## config.mk

```make
export PLATFORM = sky130hd
export DESIGN_NAME = dma_burst_scheduler_flat
export DESIGN_NICKNAME = d
export VERILOG_FILES = /design/src/rtl/dma_burst_scheduler_pkg.sv /design/src/rtl/dma_burst_scheduler_if.sv /design/src/rtl/dma_sched_rr_pick.sv /design/src/rtl/dma_burst_scheduler.sv /design/src/flat_wrapper.sv
export SDC_FILE = /design/constraint.sdc
export NUM_CORES = 1
export LEC_CHECK = 0
export CAP_MARGIN = 10
export CORE_UTILIZATION = 47
export DETAILED_ROUTE_END_ITERATION = 6
export GPL_ROUTABILITY_DRIVEN = 0
export GPL_TIMING_DRIVEN = 0
export PLACE_DENSITY = 0.92
export SETUP_SLACK_MARGIN = 0.3
export SYNTH_ARGS = -nofsm -noshare
export SYNTH_HDL_FRONTEND = slang
export SYNTH_SLANG_ARGS = --single-unit
export TNS_END_PERCENT = 100
```

## constraint.sdc

```tcl
create_clock -name clock -period 4.75 [get_ports clock]
set_clock_uncertainty 0.1 [all_clocks]
set_input_delay 1.1875 -clock clock [delete_from_list [all_inputs] [get_ports clock]]
set_output_delay 1.1875 -clock clock [all_outputs]
set_load 0.03 [all_outputs]
```

## src/rtl/dma_burst_scheduler_pkg.sv

```systemverilog
// Shared definitions for the DMA read-burst scheduler: FSM encoding and weight rules.
package dma_sched_pkg;

    // One-hot style encoding leaves 2'b00 and 2'b11 as detectable illegal states.
    typedef enum logic [1:0] {
        SCHED_IDLE  = 2'b01,
        SCHED_ISSUE = 2'b10
    } schedState_t;

    // A programmed weight of zero still grants one burst per turn.
    localparam int unsigned ZERO_WEIGHT_AS = 1;

endpackage

```

## src/rtl/dma_burst_scheduler_if.sv

```systemverilog
// Burst issue and completion signals between the scheduler and the downstream read engine.
interface dma_burst_scheduler_if #(
    parameter int NO_OF_CHANS = 4,
    parameter int LEN_WIDTH   = 8
);
    // A burst transfers on a rising clock edge where issueValid && issueReady; once
    // raised, issueValid/issueChan/issueLen hold until that edge. doneValid is a
    // one-cycle pulse per completed burst and has no ready.
    logic                   issueValid;
    logic                   issueReady;
    logic [NO_OF_CHANS-1:0] issueChan;
    logic [LEN_WIDTH-1:0]   issueLen;
    logic                   doneValid;

    modport master (
        output issueValid, issueChan, issueLen,
        input  issueReady, doneValid
    );

    modport slave (
        input  issueValid, issueChan, issueLen,
        output issueReady, doneValid
    );
endinterface

```

## src/rtl/dma_sched_rr_pick.sv

```systemverilog
// Combinational round-robin picker: lowest request above the pointer, else lowest request overall.
module dma_sched_rr_pick #(
    parameter  int NO_OF_CHANS = 4,
    localparam int PTR_W       = (NO_OF_CHANS > 1) ? $clog2(NO_OF_CHANS) : 1
) (
    input  logic [NO_OF_CHANS-1:0] req,
    input  logic [PTR_W-1:0]       pointer,
    output logic [NO_OF_CHANS-1:0] grant
);

    logic [NO_OF_CHANS-1:0] masked;
    logic [NO_OF_CHANS-1:0] source;
    logic                   found;

    always_comb begin
        masked = '0;
        grant  = '0;
        found  = 1'b0;
        for (int i = 0; i < NO_OF_CHANS; i++) begin
            masked[i] = req[i] && (i > int'(pointer));
        end
        source = (masked != '0) ? masked : req;
        for (int i = 0; i < NO_OF_CHANS; i++) begin
            if (source[i] && !found) begin
                grant[i] = 1'b1;
                found    = 1'b1;
            end
        end
    end

endmodule

```

## src/rtl/dma_burst_scheduler.sv

```systemverilog
// Weighted round-robin scheduler issuing read bursts from NO_OF_CHANS channels, one at a time.
// Optional per-channel grant counters are built when DMA_SCHED_STATS_EN is defined.
module dma_burst_scheduler
    import dma_sched_pkg::*;
#(
    parameter  int NO_OF_CHANS     = 4,
    parameter  int WEIGHT_WIDTH    = 4,
    parameter  int LEN_WIDTH       = 8,
    parameter  int MAX_OUTSTANDING = 8,
    localparam int OUT_WIDTH       = $clog2(MAX_OUTSTANDING + 1)
) (
    input  logic                              clock,
    input  logic                              resetn,
    input  logic [NO_OF_CHANS-1:0]            chanReq,
    input  logic [NO_OF_CHANS*LEN_WIDTH-1:0]  chanLen,
    input  logic [NO_OF_CHANS*WEIGHT_WIDTH-1:0] chanWeight,
    dma_burst_scheduler_if.master             issueBus,
    output logic [OUT_WIDTH-1:0]              outstanding,
    output logic                              errUnderflow,
    output schedState_t                       dbgState
`ifdef DMA_SCHED_STATS_EN
    ,
    output logic [NO_OF_CHANS*16-1:0]         grantCount
`endif
);

    localparam int PTR_W = (NO_OF_CHANS > 1) ? $clog2(NO_OF_CHANS) : 1;
    localparam logic [OUT_WIDTH-1:0]    OUT_MAX = OUT_WIDTH'(MAX_OUTSTANDING);
    localparam logic [OUT_WIDTH-1:0]    OUT_ONE = OUT_WIDTH'(1);
    localparam logic [WEIGHT_WIDTH-1:0] CNT_ONE = WEIGHT_WIDTH'(1);
    localparam logic [WEIGHT_WIDTH-1:0] MIN_QUOTA = WEIGHT_WIDTH'(ZERO_WEIGHT_AS);

    schedState_t state, stateNext;

    logic [PTR_W-1:0]        holder;
    logic [WEIGHT_WIDTH-1:0] burstCnt;
    logic [WEIGHT_WIDTH-1:0] holderWeight;
    logic [WEIGHT_WIDTH-1:0] holderQuota;
    logic [NO_OF_CHANS-1:0]  holderOneHot;
    logic [NO_OF_CHANS-1:0]  rrGrant;
    logic [NO_OF_CHANS-1:0]  pickGrant;
    logic [PTR_W-1:0]        pickIdx;
    logic [LEN_WIDTH-1:0]    pickLen;

    logic [NO_OF_CHANS-1:0]  issueChanQ;
    logic [LEN_WIDTH-1:0]    issueLenQ;
    logic [PTR_W-1:0]        issueIdxQ;

    logic keepHolder;
    logic canIssue;
    logic loadIssue;
    logic handshake;

    dma_sched_rr_pick #(
        .NO_OF_CHANS(NO_OF_CHANS)
    ) rrPick (
        .req    (chanReq),
        .pointer(holder),
        .grant  (rrGrant)
    );

    // burstCnt == 0 means no holder yet, so the first pick after reset is pure round-robin.
    always_comb begin
        holderWeight = chanWeight[holder*WEIGHT_WIDTH +: WEIGHT_WIDTH];
        holderQuota  = (holderWeight == '0) ? MIN_QUOTA : holderWeight;
        keepHolder   = (burstCnt != '0) && chanReq[holder] && (burstCnt < holderQuota);
        holderOneHot = '0;
        holderOneHot[holder] = 1'b1;
        pickGrant = keepHolder ? holderOneHot : rrGrant;
        pickIdx   = '0;
        for (int i = 0; i < NO_OF_CHANS; i++) begin
            if (pickGrant[i]) pickIdx = PTR_W'(i);
        end
        pickLen = chanLen[pickIdx*LEN_WIDTH +: LEN_WIDTH];
    end

    assign canIssue  = (chanReq != '0) && (outstanding < OUT_MAX);
    assign handshake = (state == SCHED_ISSUE) && issueBus.issueReady;

    always_ff @(posedge clock) begin
        if (!resetn) state <= SCHED_IDLE;
        else         state <= stateNext;
    end

    always_comb begin
        stateNext = state;
        loadIssue = 1'b0;
        case (state)
            SCHED_IDLE: begin
                if (canIssue) begin
                    stateNext = SCHED_ISSUE;
                    loadIssue = 1'b1;
                end
            end
            SCHED_ISSUE: begin
                if (issueBus.issueReady) stateNext = SCHED_IDLE;
            end
            default: stateNext = SCHED_IDLE;
        endcase
    end

    // Issue fields are captured once at the decision and frozen until the handshake.
    always_ff @(posedge clock) begin
        if (!resetn) begin
            issueChanQ <= '0;
            issueLenQ  <= '0;
            issueIdxQ  <= '0;
        end else if (loadIssue) begin
            issueChanQ <= pickGrant;
            issueLenQ  <= pickLen;
            issueIdxQ  <= pickIdx;
        end
    end

    always_ff @(posedge clock) begin
        if (!resetn) begin
            holder   <= PTR_W'(NO_OF_CHANS - 1);
            burstCnt <= '0;
        end else if (handshake) begin
            holder <= issueIdxQ;
            if ((issueIdxQ == holder) && (burstCnt != '0)) begin
                if (burstCnt != '1) burstCnt <= burstCnt + CNT_ONE;
            end else begin
                burstCnt <= CNT_ONE;
            end
        end
    end

    always_ff @(posedge clock) begin
        if (!resetn) begin
            outstanding  <= '0;
            errUnderflow <= 1'b0;
        end else if (handshake && !issueBus.doneValid) begin
            outstanding <= outstanding + OUT_ONE;
        end else if (!handshake && issueBus.doneValid) begin
            if (outstanding == '0) errUnderflow <= 1'b1;
            else                   outstanding  <= outstanding - OUT_ONE;
        end
    end

    assign issueBus.issueValid = (state == SCHED_ISSUE);
    assign issueBus.issueChan  = issueChanQ;
    assign issueBus.issueLen   = issueLenQ;
    assign dbgState            = state;

`ifdef DMA_SCHED_STATS_EN
    logic [15:0] grantCnt [NO_OF_CHANS];

    always_ff @(posedge clock) begin
        for (int i = 0; i < NO_OF_CHANS; i++) begin
            if (!resetn) begin
                grantCnt[i] <= '0;
            end else if (handshake && issueChanQ[i] && (grantCnt[i] != 16'hFFFF)) begin
                grantCnt[i] <= grantCnt[i] + 16'd1;
            end
        end
    end

    always_comb begin
        grantCount = '0;
        for (int i = 0; i < NO_OF_CHANS; i++) begin
            grantCount[i*16 +: 16] = grantCnt[i];
        end
    end
`endif

endmodule

```

## src/flat_wrapper.sv

```systemverilog
// flat-port wrapper written by rule: the top's interface ports become plain ports
module dma_burst_scheduler_flat import dma_sched_pkg::*;
#(
    parameter  int NO_OF_CHANS     = 4,
    parameter  int WEIGHT_WIDTH    = 4,
    parameter  int LEN_WIDTH       = 8,
    parameter  int MAX_OUTSTANDING = 8,
    localparam int OUT_WIDTH       = $clog2(MAX_OUTSTANDING + 1)
)
  (clock, resetn, chanReq, chanLen, chanWeight, outstanding, errUnderflow, dbgState, issueBus_issueValid, issueBus_issueChan, issueBus_issueLen, issueBus_issueReady, issueBus_doneValid);
  dma_burst_scheduler_if #(.NO_OF_CHANS(NO_OF_CHANS), .LEN_WIDTH(LEN_WIDTH)) issueBus_i ();
  input  logic clock;
  input  logic resetn;
  input  logic [NO_OF_CHANS-1:0] chanReq;
  input  logic [NO_OF_CHANS*LEN_WIDTH-1:0] chanLen;
  input  logic [NO_OF_CHANS*WEIGHT_WIDTH-1:0] chanWeight;
  output logic [OUT_WIDTH-1:0] outstanding;
  output logic errUnderflow;
  output schedState_t dbgState;
  output wire logic [$bits(issueBus_i.issueValid)-1:0] issueBus_issueValid;
  output wire logic [$bits(issueBus_i.issueChan)-1:0] issueBus_issueChan;
  output wire logic [$bits(issueBus_i.issueLen)-1:0] issueBus_issueLen;
  input wire logic [$bits(issueBus_i.issueReady)-1:0] issueBus_issueReady;
  input wire logic [$bits(issueBus_i.doneValid)-1:0] issueBus_doneValid;
  assign issueBus_issueValid = issueBus_i.issueValid;
  assign issueBus_issueChan = issueBus_i.issueChan;
  assign issueBus_issueLen = issueBus_i.issueLen;
  assign issueBus_i.issueReady = issueBus_issueReady;
  assign issueBus_i.doneValid = issueBus_doneValid;
  dma_burst_scheduler #(.NO_OF_CHANS(NO_OF_CHANS), .WEIGHT_WIDTH(WEIGHT_WIDTH), .LEN_WIDTH(LEN_WIDTH), .MAX_OUTSTANDING(MAX_OUTSTANDING)) u_core (.clock(clock), .resetn(resetn), .chanReq(chanReq), .chanLen(chanLen), .chanWeight(chanWeight), .issueBus(issueBus_i), .outstanding(outstanding), .errUnderflow(errUnderflow), .dbgState(dbgState));
endmodule
```

### Yosys cells after proc, flatten, opt, wreduce, memory -nomap -nowiden

Index checks and enable logic that the tools add are counted.

| word-level totals | value |
|---|---|
| logic and storage cells | 84 |
| flip-flop bits (word level) | 27 |
| output and inout port bits | 20 |
| input bits | 56 |

| operators by class | value |
|---|---|
| shifts and indexed selects | 2 |
| muxes and demuxes | 26 |
| $add $sub $neg | 3 |
| bitwise gates (word level) | 1 |
| equal/unequal tests | 8 |
| reduce and logical (&&, ||, !) cells | 29 |
| order comparisons | 7 |

Operators by type and width:

| cell | number |
|---|---|
| $mux 4 | 8 |
| $shiftx 32x6->8 | 1 |
| $shiftx 16x5->4 | 1 |
| $logic_and 1x1->1 | 14 |
| $mux 1 | 11 |
| $add 4x1->4 const B | 2 |
| $logic_not 4->1 | 2 |
| $mux 2 | 4 |
| $reduce_bool 4->1 | 2 |
| $ne 2x1->1 const B | 3 |
| $reduce_and 2->1 | 3 |
| $logic_not 1->1 | 5 |
| $gt 2x2->1 const A | 2 |
| $lt 4x4->1 | 1 |
| $lt 4x4->1 const B | 1 |
| $ne 4x4->1 const B | 1 |
| $pmux 2 s2 | 1 |
| $sub 4x1->4 const B | 1 |
| $lt 2x3->1 const B | 1 |
| $reduce_and 3->1 | 1 |
| $reduce_bool 3->1 | 1 |
| $bmux 1 s2 | 1 |
| $demux 1 s2 | 1 |
| $eq 2x1->1 const B | 1 |
| other kinds (7) | 7 |

### Longest topological paths before layout

Gate-level depths: netlist of run 1.

| logic depth | value |
|---|---|
| word-level depth | 19 |
| mapped depth | 12 |
| mapped depth without buffers | 12 |

### Cells and area by module

A second synthesis of run 1 with hierarchy kept.

| second synthesis, totals | value |
|---|---|
| cell total of the unflattened synthesis | 264 |
| area total of the unflattened synthesis | 2149.6 um^2 |

Modules (own cells, without submodules):

| module | cells an instance | seq. area each (um^2) | area an instance (um^2) | instances |
|---|---|---|---|---|
| dma_burst_scheduler | 248 | 540.5 | 2052.0 | 1 |
| dma_sched_rr_pick | 16 | 0.0 | 97.6 | 1 |

### Worst setup path before layout of run 1

Ideal clock, no wire load.

| timing path | value |
|---|---|
| path type | input-to-reg |
| from | input chanWeight[5] |
| to | register u_core.issueLenQ[0], in the netlist u_core.issueBus.issueLen[0] |
| path buffers | 0 |
| cell stages on the path | 9 |
| required time | 4.571 ns |
| setup slack | 1.299 ns |
| data arrival time | 3.272 ns |
| setup time | 0.079 ns |
| path through | mux4_2 > inv_1 > ha_1 > or2_2 > or4_4 > a31oi_4 > mux2i_2 > o22ai_1 > o211ai_1 |

| on the way | value |
|---|---|
| word-level cells in the longest chain between the ends | 10 |

RTL lines:

| item | line | source |
|---|---|---|
| from (decl) | flat_wrapper.sv:16 | `input logic [NO_OF_CHANS*WEIGHT_WIDTH-1:0] chanWeight;` |
| $shiftx 16x5->4 * | dma_burst_scheduler.sv:64 | `holderWeight = chanWeight[holder*WEIGHT_WIDTH +: WEIGHT_WIDTH];` |
| $logic_not 4->1 | dma_burst_scheduler.sv:65 | `holderQuota = (holderWeight == '0) ? MIN_QUOTA : holderWeight;` |
| $mux 4 * | dma_burst_scheduler.sv:65 |  |
| $lt 4x4->1 * | dma_burst_scheduler.sv:66 | `keepHolder = (burstCnt != '0) && chanReq[holder] && (burstCnt < holderQuota);` |
| $logic_and 1x1->1 * | dma_burst_scheduler.sv:66 |  |
| $mux 4 * | dma_burst_scheduler.sv:69 | `pickGrant = keepHolder ? holderOneHot : rrGrant;` |
| $mux 1 | dma_burst_scheduler.sv:72 | `if (pickGrant[i]) pickIdx = PTR_W'(i);` |
| $mux 2 | dma_burst_scheduler.sv:72 |  |
| $mux 2 * | dma_burst_scheduler.sv:72 |  |
| $shiftx 32x6->8 * | dma_burst_scheduler.sv:74 | `pickLen = chanLen[pickIdx*LEN_WIDTH +: LEN_WIDTH];` |
| to (signal assigned) | dma_burst_scheduler.sv:110 | `issueLenQ <= pickLen;` |
| to (decl) | dma_burst_scheduler.sv:46 | `logic [LEN_WIDTH-1:0] issueLenQ;` |

Every way passes the cells marked *; elsewhere a longest branch is shown, timed or not.
A chain may end at the register's enable or synchronous reset.

### Final worst setup path of run 1

| timing path | value |
|---|---|
| from | input chanWeight[13] |
| to | register u_core.issueLenQ[6], in the netlist u_core.issueBus.issueLen[6] |

Same word-level chain as after synthesis.

==> metrics.md, run 1 <==
| Metric | Value |
|---|---|
| First-pass GRT wire length | `7.76 mm` |
| Tightest Hold Check Type | `flip-flop to flip-flop` |
| Sum of net half-perimeters after detailed placement | `3.87 mm` |
| Clock Tree Root | `clkbuf_8` |
| Die H | `65.4 um` |
| GRT Residual Overflow | `0` |
| #FFs+latches synth | `27` |
| Crit-path leading delay family | `multiplexers` |
| Bufs on Longest Clock Path | `2` |
| Total clock sinks | `27` |
| Initial core utilization | `50.1%` |
| Hold depth | `2` |
| Power Density | `425 nW/um^2` |
| CTS buffer count | `3` |
| I/O pin count | `76` |
| Critical-path top delay cell | `mux2i_2` |
| Vias in the first global route | `1703` |
| Top cells by area, synth | `dfxtp_1, ha_1, mux4_2, nand2_1, o211ai_1` |
| Max-cap viol count | `0` |
| Fillers | `303` |
| First-pass detailed-route iteration total | `4` |
| CORE AREA | `3770 um^2` |
| Worst slew margin | `33.6%` |
| Period utilization | `84.4%` |
| Die area | `4280 um^2` |
| CP Launch Point | `chanWeight[13]` |
| Status | `complete, no violations` |
| Mapped Area | `1890 um^2` |
| Vias | `1959` |
| Worst skew pair latency | `0.28 ns` |
| Setup bufs post-CTS | `0` |
| Register area share after synthesis | `28.6%` |
| Synth warnings | `0` |
| Antenna Cells | `0` |
| Row count | `22` |
| Iteration-0 DRC Markers | `108` |
| R2R Path Start | `u_core.holder[1]` |
| DRC Markers | `0` |
| Crit-path max cell delay | `0.55 ns` |
| Reg2Reg Depth | `10` |
| Sequence of cells on the critical path | `clkdlybuf4s50_1 -> mux4_2 -> inv_1 -> ha_1 -> or2_2 -> or4_4 -> a31oi_4 -> mux2i_2 -> o22ai_1 -> o211ai_1` |
| Die W | `65.4 um` |
| Drt wl/cell | `14.8 um` |
| Worst Path Required | `4.86 ns` |
| CTS tree | `built` |
| Leak Pwr | `0.00107 uW` |
| Resize count post-CTS | `0` |
| Final setup violation count | `0` |
| Worst-path clk slew | `0.09 ns` |
| Post-synth EDFFs | `0` |
| Crit path capture type | `flip-flop` |
| Synth cell count leaders | `dfxtp_1, nand2_1, a21oi_1, o211ai_1` |
| Distinct cells, synth | `55` |
| Levels on crit path | `10` |
| Post-layout nets | `351` |
| Fraction of layout cells with a size suffix above 1 | `10.9%` |
| Largest net degree at the start of global routing | `16` |
| PortBufs | `74` |
| Critical Path Start Type | `primary input` |
| GRT Resource Usage Total | `23.1%` |
| CP max FO | `9` |
| Final-report hold violation count | `0` |
| Antenna Nets Post-Route | `0` |
| Hold wc startpoint | `u_core.issueBus.issueLen[4]` |
| Crit path time final | `4.01 ns` |
| H-Tree Depth | `1` |
| Critical path class | `primary input to flip-flop` |
| CP bufs+invs | `2` |
| Data arrival time of the worst path | `4.12 ns` |
| Area of the multi-input gates | `1250 um^2` |
| Hold endpoint | `u_core.issueBus.issueLen[4]` |
| Mapped Cells | `206` |
| Top-count cell post-synth | `dfxtp_1` |
| Average vias per placed instance | `5.90` |
| Synth top area share | `28.6%` |
| Cell taking the most area after synthesis | `dfxtp_1` |
| Post-Route WL | `4.93 mm` |
| Maximum VDD drop | `0.346 mV` |
| FF-to-FF End | `u_core.issueBus.issueLen[6]` |
| CTS Hold Bufs | `0` |
| Syn Nets | `272` |
| Layout area overhead | `44.8%` |
| Ys flop type | `dfxtp_1` |
| Initial antenna violation count | `0` |
| Min Hold Slack | `0.380 ns` |
| RSZ-0062 raised after global routing | `false` |
| Max Slew Vio Count | `0` |
| Syn Area/Cell | `9.18 um^2` |
| Setup TNS | `0 ns` |
| R2r setup slk | `1.46 ns` |
| FFs w/ async S/R, synth | `0%` |
| Slew @ Worst Pin | `0.988 ns` |
| FF/Latch Area | `541 um^2` |
| Max frequency | `249 MHz` |
[cell usage in the layout, fill, tap and decap left out, drive strengths merged, types with 2 or more instances in the layout]
cell type	instances
o22ai	8
a311oi	2
ha	9
nor2	8
buf	5
mux4	5
nand3	4
a31oi	2
xnor2	5
o211a	5
or2	3
clkdlybuf4s50	74
o21a	2
o31ai	2
clkinv	3
or4	2
o21ai	4
inv	9
and3	2
o211ai	10
a21oi	11
nand2b	2
and2	3
mux2i	6
nor2b	9
a21o	4
o311ai	3
o221ai	8
clkbuf	8
nand2	25
dfxtp	27
[worst reg2reg max path, stage by stage (launching register included)]
cell	delay, ns
dfxtp_1	0.32
clkbuf_1	0.30
mux4_2	0.31
inv_1	0.06
ha_1	0.22
or2_2	0.31
or4_4	0.45
a31oi_4	0.19
mux2i_2	0.55
o22ai_1	0.21
o211ai_1	0.19
[area by class of cell]
cell class,instances,area share [%]
well taps,48,2.19
multi-input cells,158,45.7
clock buffers,3,1.51
clock inverters,1,0.183
repair buffers,74,27.1
plain buffers,10,2.10
inverters,11,1.51
flip-flops and latches,27,19.7
[how the worst max path moves through the flow]
stage	end	slack, ns
after floorplan	u_core.issueBus.issueLen[0]	1.30
after global placement	u_core.issueBus.issueLen[0]	0.58
after detailed placement	u_core.issueBus.issueLen[6]	0.45
after CTS	u_core.issueBus.issueLen[6]	0.74
after global routing	u_core.issueBus.issueLen[5]	0.54
final	u_core.issueBus.issueLen[6]	0.74
[per-stage QoR]
step                instances  setup slack (ns)  total power, uW  utilization (%)  instance area (um^2)
global route              332             0.542             1240             72.6                  2740
detailed placement        328             0.453             1030             71.4                  2690
CTS                       332             0.738             1170             72.6                  2740
floorplan                 206              1.30              791                -                  1890
global placement          328             0.579             1020             71.4                  2690
finish                    332             0.739             1160             72.6                  2740
[registers in the layout, indices dropped and copies added, names as in the netlist]
| name | cells |
|---|---|
| u_core.issueBus.issueChan | 4 |
| u_core.errUnderflow | 1 |
| u_core.burstCnt | 4 |
| u_core.outstanding | 4 |
| u_core.holder | 2 |
| u_core.issueBus.issueLen | 8 |
| u_core.dbgState | 2 |
| u_core.issueIdxQ | 2 |
[metal layers]
layer / routed length [um] / vias up / global-route usage (%) / share of wire, %
li1: - / 938 / - / -
met1: 2010 / 923 / 27.6 / 41
met2: 2430 / 89 / 41.5 / 49
met3: 418 / 9 / 4.17 / 8.5
met4: 65 / 0 / 6.79 / 1.3
met5: 0 / - / 0 / 0
[where the power goes]
part	switching [uW]	internal, uW	total [uW]
sequential	49.9	298	348
clock	75.1	58.9	134
combinational	366	316	682
[cells by family after synthesis]
| kind of cell | count (synthesis) | share of synthesized area [%] |
|---|---|---|
| compound gates | 70 | 29.8 |
| xor+xnor | 5 | 2.32 |
| fa+ha+maj | 10 | 7.02 |
| buf+inv | 21 | 5.23 |
| flops | 27 | 28.6 |
| mux | 11 | 9.53 |
| simple gates | 62 | 17.5 |
Power figures use the tool's default switching activity.
==> inputs of run 2 (changes only) <==
Settings changed: CORE_UTILIZATION 47 to 44, PLACE_DENSITY 0.92 to 0.87.
Clock period 4.75 ns to 3.7 ns, I/O delays scaled along.
==> run 2 against run 1 <==
  * Setup slack lost 0.37 ns
  * First-iteration DRC count shrank 24%
  * Highest routed layer unchanged
  * Largest power group unchanged
  * Sequential share of layout area shrank 1.6 points
  * Die area grew 6.6%
  * Critical path depth grew 1
  * Clock-buffer cell count is the same
  * Register-to-register slack lost 0.90 ns
  * Combinational power grew 39%
  * Global-route usage grew 2.0 points
  * Sequential cell count is the same
  * Core utilization grew 0.98 points
  * Clock power grew 34%
==> metrics.md, run 2 (same netlist as run 1, synthesis figures left out) <==
| Metric | Value |
|---|---|
| Status | `complete, no violations` |
| Setup TNS | `0 ns (unchanged)` |
| Die area | `4560 um^2 (+6.6%)` |
| Maximum VDD drop | `0.426 mV (+23%)` |
| Initial antenna violation count | `0 (unchanged)` |
| Post-route cell area | `2990 um^2 (+9.0%)` |
| First-pass detailed-route iteration total | `5 (+1)` |
| CP max FO | `5 (-4)` |
| Vias | `2025 (+3.4%)` |
| Iteration-0 DRC Markers | `82 (-24%)` |
| H-Tree Depth | `1 (unchanged)` |
| Int Power | `896 uW (+33%)` |
| CTS Hold Bufs | `0 (unchanged)` |
| Min Hold Slack | `0.378 ns (-0.00170 ns)` |
| Tot Pwr | `1570 uW (+35%)` |
| Slew @ Worst Pin | `0.569 ns (-0.419 ns)` |
| Worst slew margin | `61.8% (+28 points)` |
| Post-Route WL | `5.89 mm (+19%)` |
| Die H | `67.6 um (+3.3%)` |
| Worst-path clk slew | `0.10 ns (about the same)` |
| Period utilization | `90.0%` |
| Switch Pwr | `678 uW (+38%)` |
| Fraction of layout cells with a size suffix above 1 | `18.8% (+7.9 points)` |
| Crit path capture type | `flip-flop` |
| Bufs on Longest Clock Path | `2 (unchanged)` |
| Fillers | `294 (-3.0%)` |
| Final Core Density | `73.6% (+0.98 points)` |
| Max-cap viol count | `0 (unchanged)` |
| CP bufs+invs | `3 (+1)` |
| DRC Markers | `0 (unchanged)` |
| Seq pwr share | `28.6% (-1.3 points)` |
| Worst skew pair latency | `0.29 ns (about the same)` |
| GRT Residual Overflow | `0 (unchanged)` |
| Clock Tree Root | `clkbuf_8` |
| Critical Path Start Type | `primary input` |
| Initial core utilization | `46.6% (-3.5 points)` |
| Vias in the first global route | `1862 (+9.3%)` |
| Drt wl/cell | `17.2 um (+16%)` |
| Antenna Nets Post-Route | `0 (unchanged)` |
| Met1 Use GR | `27.2% (-0.43 points)` |
| Crit-path max cell delay | `0.52 ns (-0.03 ns)` |
| Most Crowded Layer GR | `met2` |
| Die W | `67.6 um (+3.3%)` |
| Leak Pwr | `0.00113 uW (+5.6%)` |
| Commonest cells after routing, fill and taps aside | `clkdlybuf4s50_1, dfxtp_1, nand2_1` |
| Tightest Hold Check Type | `flip-flop to flip-flop` |
| Data arrival time of the worst path | `3.44 ns (-0.68 ns)` |
| Max reg flops | `8 (unchanged)` |
| Worst Path Required | `3.81 ns (-1.05 ns)` |
| Final-report hold violation count | `0 (unchanged)` |
| GRT Resource Usage Total | `25.1% (+2.0 points)` |
| Max Slew Vio Count | `0 (unchanged)` |
| Post-layout nets | `359 (+2.3%)` |
| Layout area overhead | `57.9%` |
| Dpl cell area | `2690 um^2 (about the same)` |
| Total clock sinks | `27 (unchanged)` |
| PortBufs | `74 (unchanged)` |
| Clock Power Share | `11.4% (about the same)` |
| CTS buffer count | `3 (unchanged)` |
| Combinational share of power | `60.0% (+1.4 points)` |
| RSZ-0062 raised after global routing | `false` |
| Met3 Resource Use GR | `4.90% (+0.73 points)` |
| Crit-path leading delay family | `multiplexers` |
| CORE AREA | `4060 um^2 (+7.6%)` |
| Commonest non-fill, non-tap cell in the layout | `clkdlybuf4s50_1` |
| Critical-path top delay cell | `mux4_2` |
| CTS tree | `built` |
| Row count | `23 (+4.5%)` |
| Average vias per placed instance | `5.92 (+0.35%)` |
| Final setup violation count | `0 (unchanged)` |
| Critical path class | `primary input to flip-flop` |
| Met2 Usage GRT | `46.2% (+4.7 points)` |
| Antenna Cells | `0 (unchanged)` |
| Largest net degree at the start of global routing | `16 (unchanged)` |
| I/O pin count | `76 (unchanged)` |
| Max frequency | `300 MHz` |
| Sequence of cells on the critical path | `clkdlybuf4s50_1 -> mux4_2 -> inv_2 -> ha_4 -> a21oi_4 -> nand3_4 -> a31oi_4 -> buf_6 -> mux2i_4 -> o22ai_2 -> o211ai_1` |
| Crit path time final | `3.33 ns` |
| Net Sw Frac | `43.1% (+0.90 points)` |
| First-pass GRT wire length | `8.56 mm (+10%)` |
| Power Density | `527 nW/um^2 (+24%)` |
| Sum of net half-perimeters after detailed placement | `4.04 mm (+4.4%)` |
[run 2: cell types whose count changed in the layout (fill, tap and decap cells not counted), sizes merged]
| cell | before | now |
|---|---|---|
| clkinvlp | 0 | 1 |
| buf | 5 | 12 |
| clkdlybuf4s50 | 74 | 70 |
| dlygate4sd2 | 0 | 4 |
| clkinv | 3 | 2 |
| mux2i | 6 | 7 |
[run 2: final timing paths]
kind	from	endpoint	slack, ns	cells past startpoint
min	u_core.issueBus.issueLen[3]	u_core.issueBus.issueLen[3]	0.38	2
max reg2reg	u_core.holder[1]	u_core.issueBus.issueLen[7]	0.56	11
max	chanWeight[15]	u_core.issueBus.issueLen[7]	0.37	11
min reg2reg	u_core.issueBus.issueLen[3]	u_core.issueBus.issueLen[3]	0.38	2
[run 2: power by group through the flow]
stage	combinational (uW)	clock (uW)	sequential, uW
after global routing	1010	195	460
after CTS	911	184	448
after floorplan	406	0	610
after global placement	857	0	452
final	945	179	450
after detailed placement	880	0	454
[run 2: worst register-to-register path, delay by kind of cell (launching register included)]
| kind | cells | cell delay, ns |
|---|---|---|
| buf+inv | 3 | 0.47 |
| mux | 2 | 0.64 |
| flops | 1 | 0.32 |
| simple gates | 2 | 0.80 |
| compound gates | 3 | 0.56 |
| fa+ha+maj | 1 | 0.16 |
[run 2: final cells by class]
type | instances | area [um^2] | share of cell area, %
clock buffer | 3 | 41.3 | 1.38
timing repair buffer | 81 | 808 | 27.1
multi-input combinational | 159 | 1430 | 47.7
clock inverter | 1 | 5.00 | 0.168
tap | 50 | 62.6 | 2.10
sequential | 27 | 541 | 18.1
buffer | 10 | 57.6 | 1.93
inverter | 11 | 45.0 | 1.51
[run 2: per-layer routing]
metal / vias up / part of all wire [%] / routed length (um)
met5: - / 0 / 0
met4: 0 / 1.9 / 114
met3: 13 / 11 / 642
met2: 112 / 52 / 3040
met1: 945 / 35 / 2090
li1: 955 / - / -
[run 2: timing repair]
action                                  in CTS  in global routing
buffers inserted                             3                  4
cloned                                       1                  0
endpoints found under the setup margin      10                 10
resized for setup                           18                 15
pin swaps                                    8                  9
[run 2: stage by stage]
step	cells	setup slack [ns]
2_1_floorplan	206	0.511
3_3_place_gp	330	-0.239
3_5_place_dp	330	-0.277
4_1_cts	338	0.316
5_1_grt	342	0.286
6_report	342	0.372
